### src/rtl/multicycle_datapath.sv
// Multi-cycle MIPS-subset core: datapath and controller in one block, with a
// single shared memory port (req/ready) for instruction fetch and data access.
module multicycle_datapath #(
   parameter logic [31:0] RESET_PC = 32'h0000_0000,
   parameter int          NUM_REGS = 32
) (
   input  logic        clk,
   input  logic        reset,
   output logic        mem_req,
   output logic        mem_we,
   output logic [31:0] mem_addr,
   output logic [31:0] mem_wdata,
   input  logic [31:0] mem_rdata,
   input  logic        mem_ready,
   output logic [31:0] pc_out,
   output logic        retire,
   output logic        halted
);

   localparam logic [5:0] OP_RTYPE = 6'h00;
   localparam logic [5:0] OP_J     = 6'h02;
   localparam logic [5:0] OP_BEQ   = 6'h04;
   localparam logic [5:0] OP_ADDI  = 6'h08;
   localparam logic [5:0] OP_LW    = 6'h23;
   localparam logic [5:0] OP_SW    = 6'h2B;

   localparam logic [5:0] FN_ADD = 6'h20;
   localparam logic [5:0] FN_SUB = 6'h22;
   localparam logic [5:0] FN_AND = 6'h24;
   localparam logic [5:0] FN_OR  = 6'h25;
   localparam logic [5:0] FN_SLT = 6'h2A;

   typedef enum logic [2:0] {FETCH, DECODE, EXEC, MEM, WB, HALT} stateT;

   stateT       state;
   stateT       nextState;
   logic [31:0] pc;
   logic [31:0] instr;
   logic [31:0] regA;
   logic [31:0] regB;
   logic [31:0] immExt;
   logic [31:0] aluOut;
   logic [31:0] mdr;
   logic [31:0] regFile [32];
   logic        memReq;
   logic        retireReg;

   logic [5:0]  opcode;
   logic [4:0]  rs;
   logic [4:0]  rt;
   logic [4:0]  rd;
   logic [5:0]  funct;
   logic        accept;
   logic        isLegal;
   logic [31:0] rsData;
   logic [31:0] rtData;
   logic [31:0] aluResult;
   logic        memReqNext;
   logic        retireNext;
   logic [4:0]  wbIdx;
   logic [31:0] wbData;
   logic        wbEnable;

   assign opcode = instr[31:26];
   assign rs     = instr[25:21];
   assign rt     = instr[20:16];
   assign rd     = instr[15:11];
   assign funct  = instr[5:0];

   // A memory access only completes when we are actually requesting; a stray
   // ready while idle is ignored.
   assign accept = memReq && mem_ready;

   assign mem_req   = memReq;
   assign mem_we    = memReq && (state == MEM) && (opcode == OP_SW);
   assign mem_addr  = (state == MEM) ? {aluOut[31:2], 2'b00} : pc;
   assign mem_wdata = regB;
   assign pc_out    = pc;
   assign retire    = retireReg;
   assign halted    = (state == HALT);

   // Register file read ports: r0 and any index beyond the implemented range
   // always read as zero.
   always_comb begin
      rsData = '0;
      rtData = '0;
      if (rs != 5'd0 && int'(rs) < NUM_REGS) rsData = regFile[rs];
      if (rt != 5'd0 && int'(rt) < NUM_REGS) rtData = regFile[rt];
   end

   // Classify the fetched instruction; anything not in the supported subset
   // sends the core to HALT from DECODE.
   always_comb begin
      isLegal = 1'b0;
      case (opcode)
         OP_RTYPE: begin
            case (funct)
               FN_ADD, FN_SUB, FN_AND, FN_OR, FN_SLT: isLegal = 1'b1;
               default:                               isLegal = 1'b0;
            endcase
         end
         OP_J, OP_BEQ, OP_ADDI, OP_LW, OP_SW: isLegal = 1'b1;
         default:                             isLegal = 1'b0;
      endcase
   end

   // ALU: R-type ops use A and B, everything else computes A + imm (addi and
   // the load/store effective address). slt compares as signed.
   always_comb begin
      aluResult = regA + immExt;
      if (opcode == OP_RTYPE) begin
         case (funct)
            FN_SUB:  aluResult = regA - regB;
            FN_AND:  aluResult = regA & regB;
            FN_OR:   aluResult = regA | regB;
            FN_SLT:  aluResult = {31'b0, $signed(regA) < $signed(regB)};
            default: aluResult = regA + regB;
         endcase
      end
   end

   // Write-back target and data: R-type writes rd, addi/lw write rt; writes to
   // r0 or unimplemented registers are simply dropped.
   always_comb begin
      wbIdx    = (opcode == OP_RTYPE) ? rd : rt;
      wbData   = (opcode == OP_LW) ? mdr : aluOut;
      wbEnable = (wbIdx != 5'd0) && (int'(wbIdx) < NUM_REGS);
   end

   // Next-state logic plus the next values of the registered request and
   // retire outputs, so mem_req is high exactly during FETCH/MEM.
   always_comb begin
      nextState  = state;
      retireNext = 1'b0;
      case (state)
         FETCH: begin
            if (accept) nextState = DECODE;
         end
         DECODE: begin
            nextState = isLegal ? EXEC : HALT;
         end
         EXEC: begin
            case (opcode)
               OP_LW, OP_SW: nextState = MEM;
               OP_BEQ, OP_J: begin
                  nextState  = FETCH;
                  retireNext = 1'b1;
               end
               default:      nextState = WB;
            endcase
         end
         MEM: begin
            if (accept) begin
               if (opcode == OP_SW) begin
                  nextState  = FETCH;
                  retireNext = 1'b1;
               end else begin
                  nextState = WB;
               end
            end
         end
         WB: begin
            nextState  = FETCH;
            retireNext = 1'b1;
         end
         HALT: begin
            nextState = HALT;
         end
         default: begin
            nextState = FETCH;
         end
      endcase
      memReqNext = (nextState == FETCH) || (nextState == MEM);
   end

   // Control registers; reset drops any pending request at once.
   always_ff @(posedge clk) begin
      if (reset) begin
         state     <= FETCH;
         memReq    <= 1'b0;
         retireReg <= 1'b0;
      end else begin
         state     <= nextState;
         memReq    <= memReqNext;
         retireReg <= retireNext;
      end
   end

   // Datapath registers, updated according to the phase being executed.
   // PC is bumped at fetch, so branch offsets are relative to PC+4.
   always_ff @(posedge clk) begin
      if (reset) begin
         pc     <= RESET_PC;
         instr  <= '0;
         regA   <= '0;
         regB   <= '0;
         immExt <= '0;
         aluOut <= '0;
         mdr    <= '0;
      end else begin
         case (state)
            FETCH: begin
               if (accept) begin
                  instr <= mem_rdata;
                  pc    <= pc + 32'd4;
               end
            end
            DECODE: begin
               regA   <= rsData;
               regB   <= rtData;
               immExt <= {{16{instr[15]}}, instr[15:0]};
            end
            EXEC: begin
               aluOut <= aluResult;
               if (opcode == OP_BEQ && regA == regB) begin
                  pc <= pc + {immExt[29:0], 2'b00};
               end else if (opcode == OP_J) begin
                  pc <= {pc[31:28], instr[25:0], 2'b00};
               end
            end
            MEM: begin
               if (accept && opcode == OP_LW) mdr <= mem_rdata;
            end
            default: begin
            end
         endcase
      end
   end

   // Architectural register file, written only in WB so the update lands on
   // the same edge as retire.
   always_ff @(posedge clk) begin
      if (reset) begin
         for (int i = 0; i < 32; i++) regFile[i] <= '0;
      end else if (state == WB && wbEnable) begin
         regFile[wbIdx] <= wbData;
      end
   end

endmodule

### config.mk
export PLATFORM = sky130hd
export DESIGN_NAME = multicycle_datapath
export DESIGN_NICKNAME = d
export VERILOG_FILES = /design/src/rtl/multicycle_datapath.sv
export SDC_FILE = /design/constraint.sdc
export NUM_CORES = 2
export LEC_CHECK = 0
export BUFFER_PORTS_ARGS = -buffer_cell sky130_fd_sc_hd__buf_2
export CAP_MARGIN = 20
export CORE_UTILIZATION = 60
export DETAILED_ROUTE_END_ITERATION = 8
export GPL_TIMING_DRIVEN = 1
export PLACE_DENSITY = 0.77
export SYNTH_ARGS = -nofsm -noshare
export SYNTH_HDL_FRONTEND = slang
export SYNTH_SLANG_ARGS = --single-unit
### constraint.sdc
create_clock -name clk -period 6.7 [get_ports clk]
set_input_delay 0.335 -clock clk [delete_from_list [all_inputs] [get_ports clk]]
set_output_delay 0.335 -clock clk [all_outputs]
set_load 0.01 [all_outputs]
==> impl_metrics.tcl <==
set metrics [dict create \
    antenna_found_initial 12 \
    arrival_ns 5.28 \
    crit_buf_inv 1 \
    reg2reg_slack_ns 1.80 \
    critPathCaptureType "register" \
    cts_tree "built" \
    overflow 0 \
    status "completed" \
    fin_skew_ns 0.0333 \
    routabilityCongestion 0.994 \
    area_growth_pct 10.6 \
    startpoint_type "register" \
    switching_share_pct 27.6 \
    drc 0 \
    viasPerCell 7.28 \
    ys_ff_latch 1245 \
    p_int_mw 14.1 \
    synthArstFlopShare_pct 0 \
    synth_seq_area_share_pct 51.1 \
    avgSynthCellArea_um2 12.4 \
    clockBufferDepth 3 \
    grt_max_degree 97 \
    r2r_cells 7 \
    drive_gt1_share_pct 22.2 \
    hold_violations 0 \
    ctsResizeCount 0 \
    grt_pass1_vias 50500 \
    setup_viol 0 \
    yosysWarnings 0 \
    clockRootBuffer "clkbuf_16" \
    dieArea_mm2 0.116 \
    yosys_most_used_dff "edfxtp_1" \
    cts_made_buffers 134 \
    maxCapViolCount 0 \
    setup_ws_ns 1.80 \
    initial_core_util_pct 60.9 \
    yosysUniqueCellTypes 96 \
    drv_slew 0 \
    relSlewSlack_pct 24.1 \
    clk_latency_ns 0.78 \
    crit_family "simple AND/OR/NAND/NOR gates" \
    worstSetupPathType "reg -> reg" \
    p_clk_share_pct 38.9 \
    comb_power_share_pct 15.2 \
    critPathMaxStageDelay_ns 1.09 \
    die_h_um 341 \
    p_leak_nw 24.9 \
    grt_first_pass_wirelength_um 338000 \
    place_hpwl_um 150000 \
    synth_edf_count 1024 \
    cts_max_level 4 \
    min_to "state[1]" \
    mostFrequentLayoutCell "nor2_1" \
    critPathMaxFanout 33 \
    clk_pin_slew_ns 0.06 \
    cts_setup_buffers 0 \
    finalCritPeriodShare_pct 73.2 \
    via_count 52000 \
    hold_start "reset" \
    seqPwrFrac_pct 45.9 \
    row_count 123 \
    worst_pin_slew_ns 1.14 \
    critPathSlowestCell "nand2b_2" \
    tns_ns 0 \
    dpl_worst_slack_ns 2.13 \
    syn_area_mm2 0.0689 \
    p_per_area_mw_per_mm2 255 \
    final_antenna_net_count 0 \
    max_freq_ghz 0.204 \
    ioPinCount 135 \
    period_needed_ns 4.90 \
    wl_per_cell_um 33.0 \
    nFillCells 7856 \
    r2r-start "instr[31]" \
    min_path_type "in -> reg" \
    rsz0062_at_grt "no" \
    dieWidth_um 341 \
    switchingPower_mw 5.37 \
    final_nets 5728 \
    drt-pass1-iter-count 8 \
    hold_buffers 32 \
    min_path_cells 2 \
    mostFrequentLayoutCells "nor2_1, edfxtp_1, mux4_2" \
    totalWireLength_um 236000 \
    drt_iter0_markers 8162 \
    clock-sinks 1245 \
    r2r-end "regFile[5][0]" \
    critPathRequiredTime_ns 7.08 \
    ir_drop_uv 268 \
    worstPathCellList "or3_1 > or4_1 > buf_4 > o31ai_1 > and2_1 > nand2_2 > nand2b_2" \
    grtUsageTotal_pct 40.4 \
    port_buffers 130 \
    coreArea_mm2 0.113 \
    syn_inst 5572 \
]
## registers in the layout (all words and copies together), names as in the netlist, named ones only
register   count
mdr           32
immExt        16
regA          32
mem_wdata     32
mem_req        1
retire         1
pc_out        30
state          3
instr         32
aluOut        32
regFile     1024
## per-stage QoR
stage / hold slack [ns] / power [mW] / util, % / area, um2 / std cells
CTS: 0.0653 / 19.3 / 67.1 / 75900 / 7129
detailed placement: 0.471 / 11.9 / 63.0 / 71200 / 6853
floorplan: 0.436 / 10.8 / - / 69000 / 5607
global placement: 0.465 / 11.8 / 62.9 / 71200 / 6850
global route: 0.107 / 19.8 / 67.4 / 76200 / 7140
finish: 0.0653 / 19.4 / 67.4 / 76200 / 7143
## area by class of cell
class	instances	area, um2	share of cell area (%)
Timing Repair Buffer	283	2210	2.90
Clock inverter	72	816	1.07
Sequential cell	1245	35200	46.2
Clock buffer	172	3550	4.66
Tap cell	1500	1880	2.46
Inverter	126	473	0.621
Antenna cell	3	7.51	0.00985
Multi-Input combinational cell	3742	32100	42.1
## power groups by stage
stage	logic [mW]	clock network, mW	registers [mW]
3_5_place_dp	2.81	0	9.05
4_1_cts	2.84	7.52	8.90
3_3_place_gp	2.78	0	9.02
5_1_grt	3.04	7.79	8.93
2_1_floorplan	1.91	0	8.89
6_report	2.96	7.55	8.92
## logic make-up after synthesis
logic type,after synthesis,synth area share [%]
and+or+nand+nor,1926,11.6
AOI/OAI and AO/OA,782,7.11
xor gates and xnor gates,60,0.763
muxes,777,23.0
other,1,0.00544
DFF,1245,51.1
adders and majority gates,161,2.97
buffers and inverters,620,3.53
## worst max path at each step
stage               cells past startpoint               to  slack (ns)        from
floorplan                              12       aluOut[30]        3.32  immExt[15]
global placement                        7    regFile[7][0]        2.26   instr[31]
detailed placement                     11  regFile[18][29]        2.13   instr[31]
CTS                                     7    regFile[5][0]        1.93   instr[31]
global route                            7    regFile[7][0]        1.82   instr[31]
finish                                  7    regFile[5][0]        1.80   instr[31]
## synthesized netlist by cell type, types with 12 or more instances
cell | instances | area [um2]
a211oi_1 | 31 | 233
a21o_1 | 44 | 330
a21oi_1 | 310 | 1550
a221oi_1 | 17 | 149
a22oi_1 | 12 | 90.1
a31oi_1 | 26 | 163
and2_1 | 18 | 113
and3_1 | 15 | 93.8
buf_1 | 81 | 304
buf_2 | 48 | 240
clkbuf_1 | 354 | 1330
dfxtp_1 | 221 | 4420
edfxtp_1 | 1024 | 30700
ha_1 | 157 | 1960
inv_1 | 124 | 465
mux2_2 | 26 | 293
mux2i_1 | 111 | 1110
mux4_2 | 640 | 14400
nand2_1 | 338 | 1270
nand2b_1 | 55 | 344
nand3_1 | 44 | 220
nand4_1 | 17 | 106
nor2_1 | 1286 | 4830
nor2b_1 | 20 | 125
nor3_1 | 52 | 260
nor4_1 | 14 | 87.6
o211ai_1 | 24 | 180
o21a_1 | 13 | 97.6
o21ai_0 | 139 | 696
o21bai_1 | 23 | 173
o221ai_1 | 12 | 105
o22ai_1 | 24 | 150
o31ai_1 | 12 | 90.1
xnor2_1 | 33 | 289
xor2_1 | 27 | 236
## metal layers
metal	wire length, um	GRT usage [%]
met4	18100	26.7
met2	108000	62.2
met1	74300	49.3
met5	106	0
met3	35200	12.6
No activity file was read; power rests on OpenSTA's default activity.
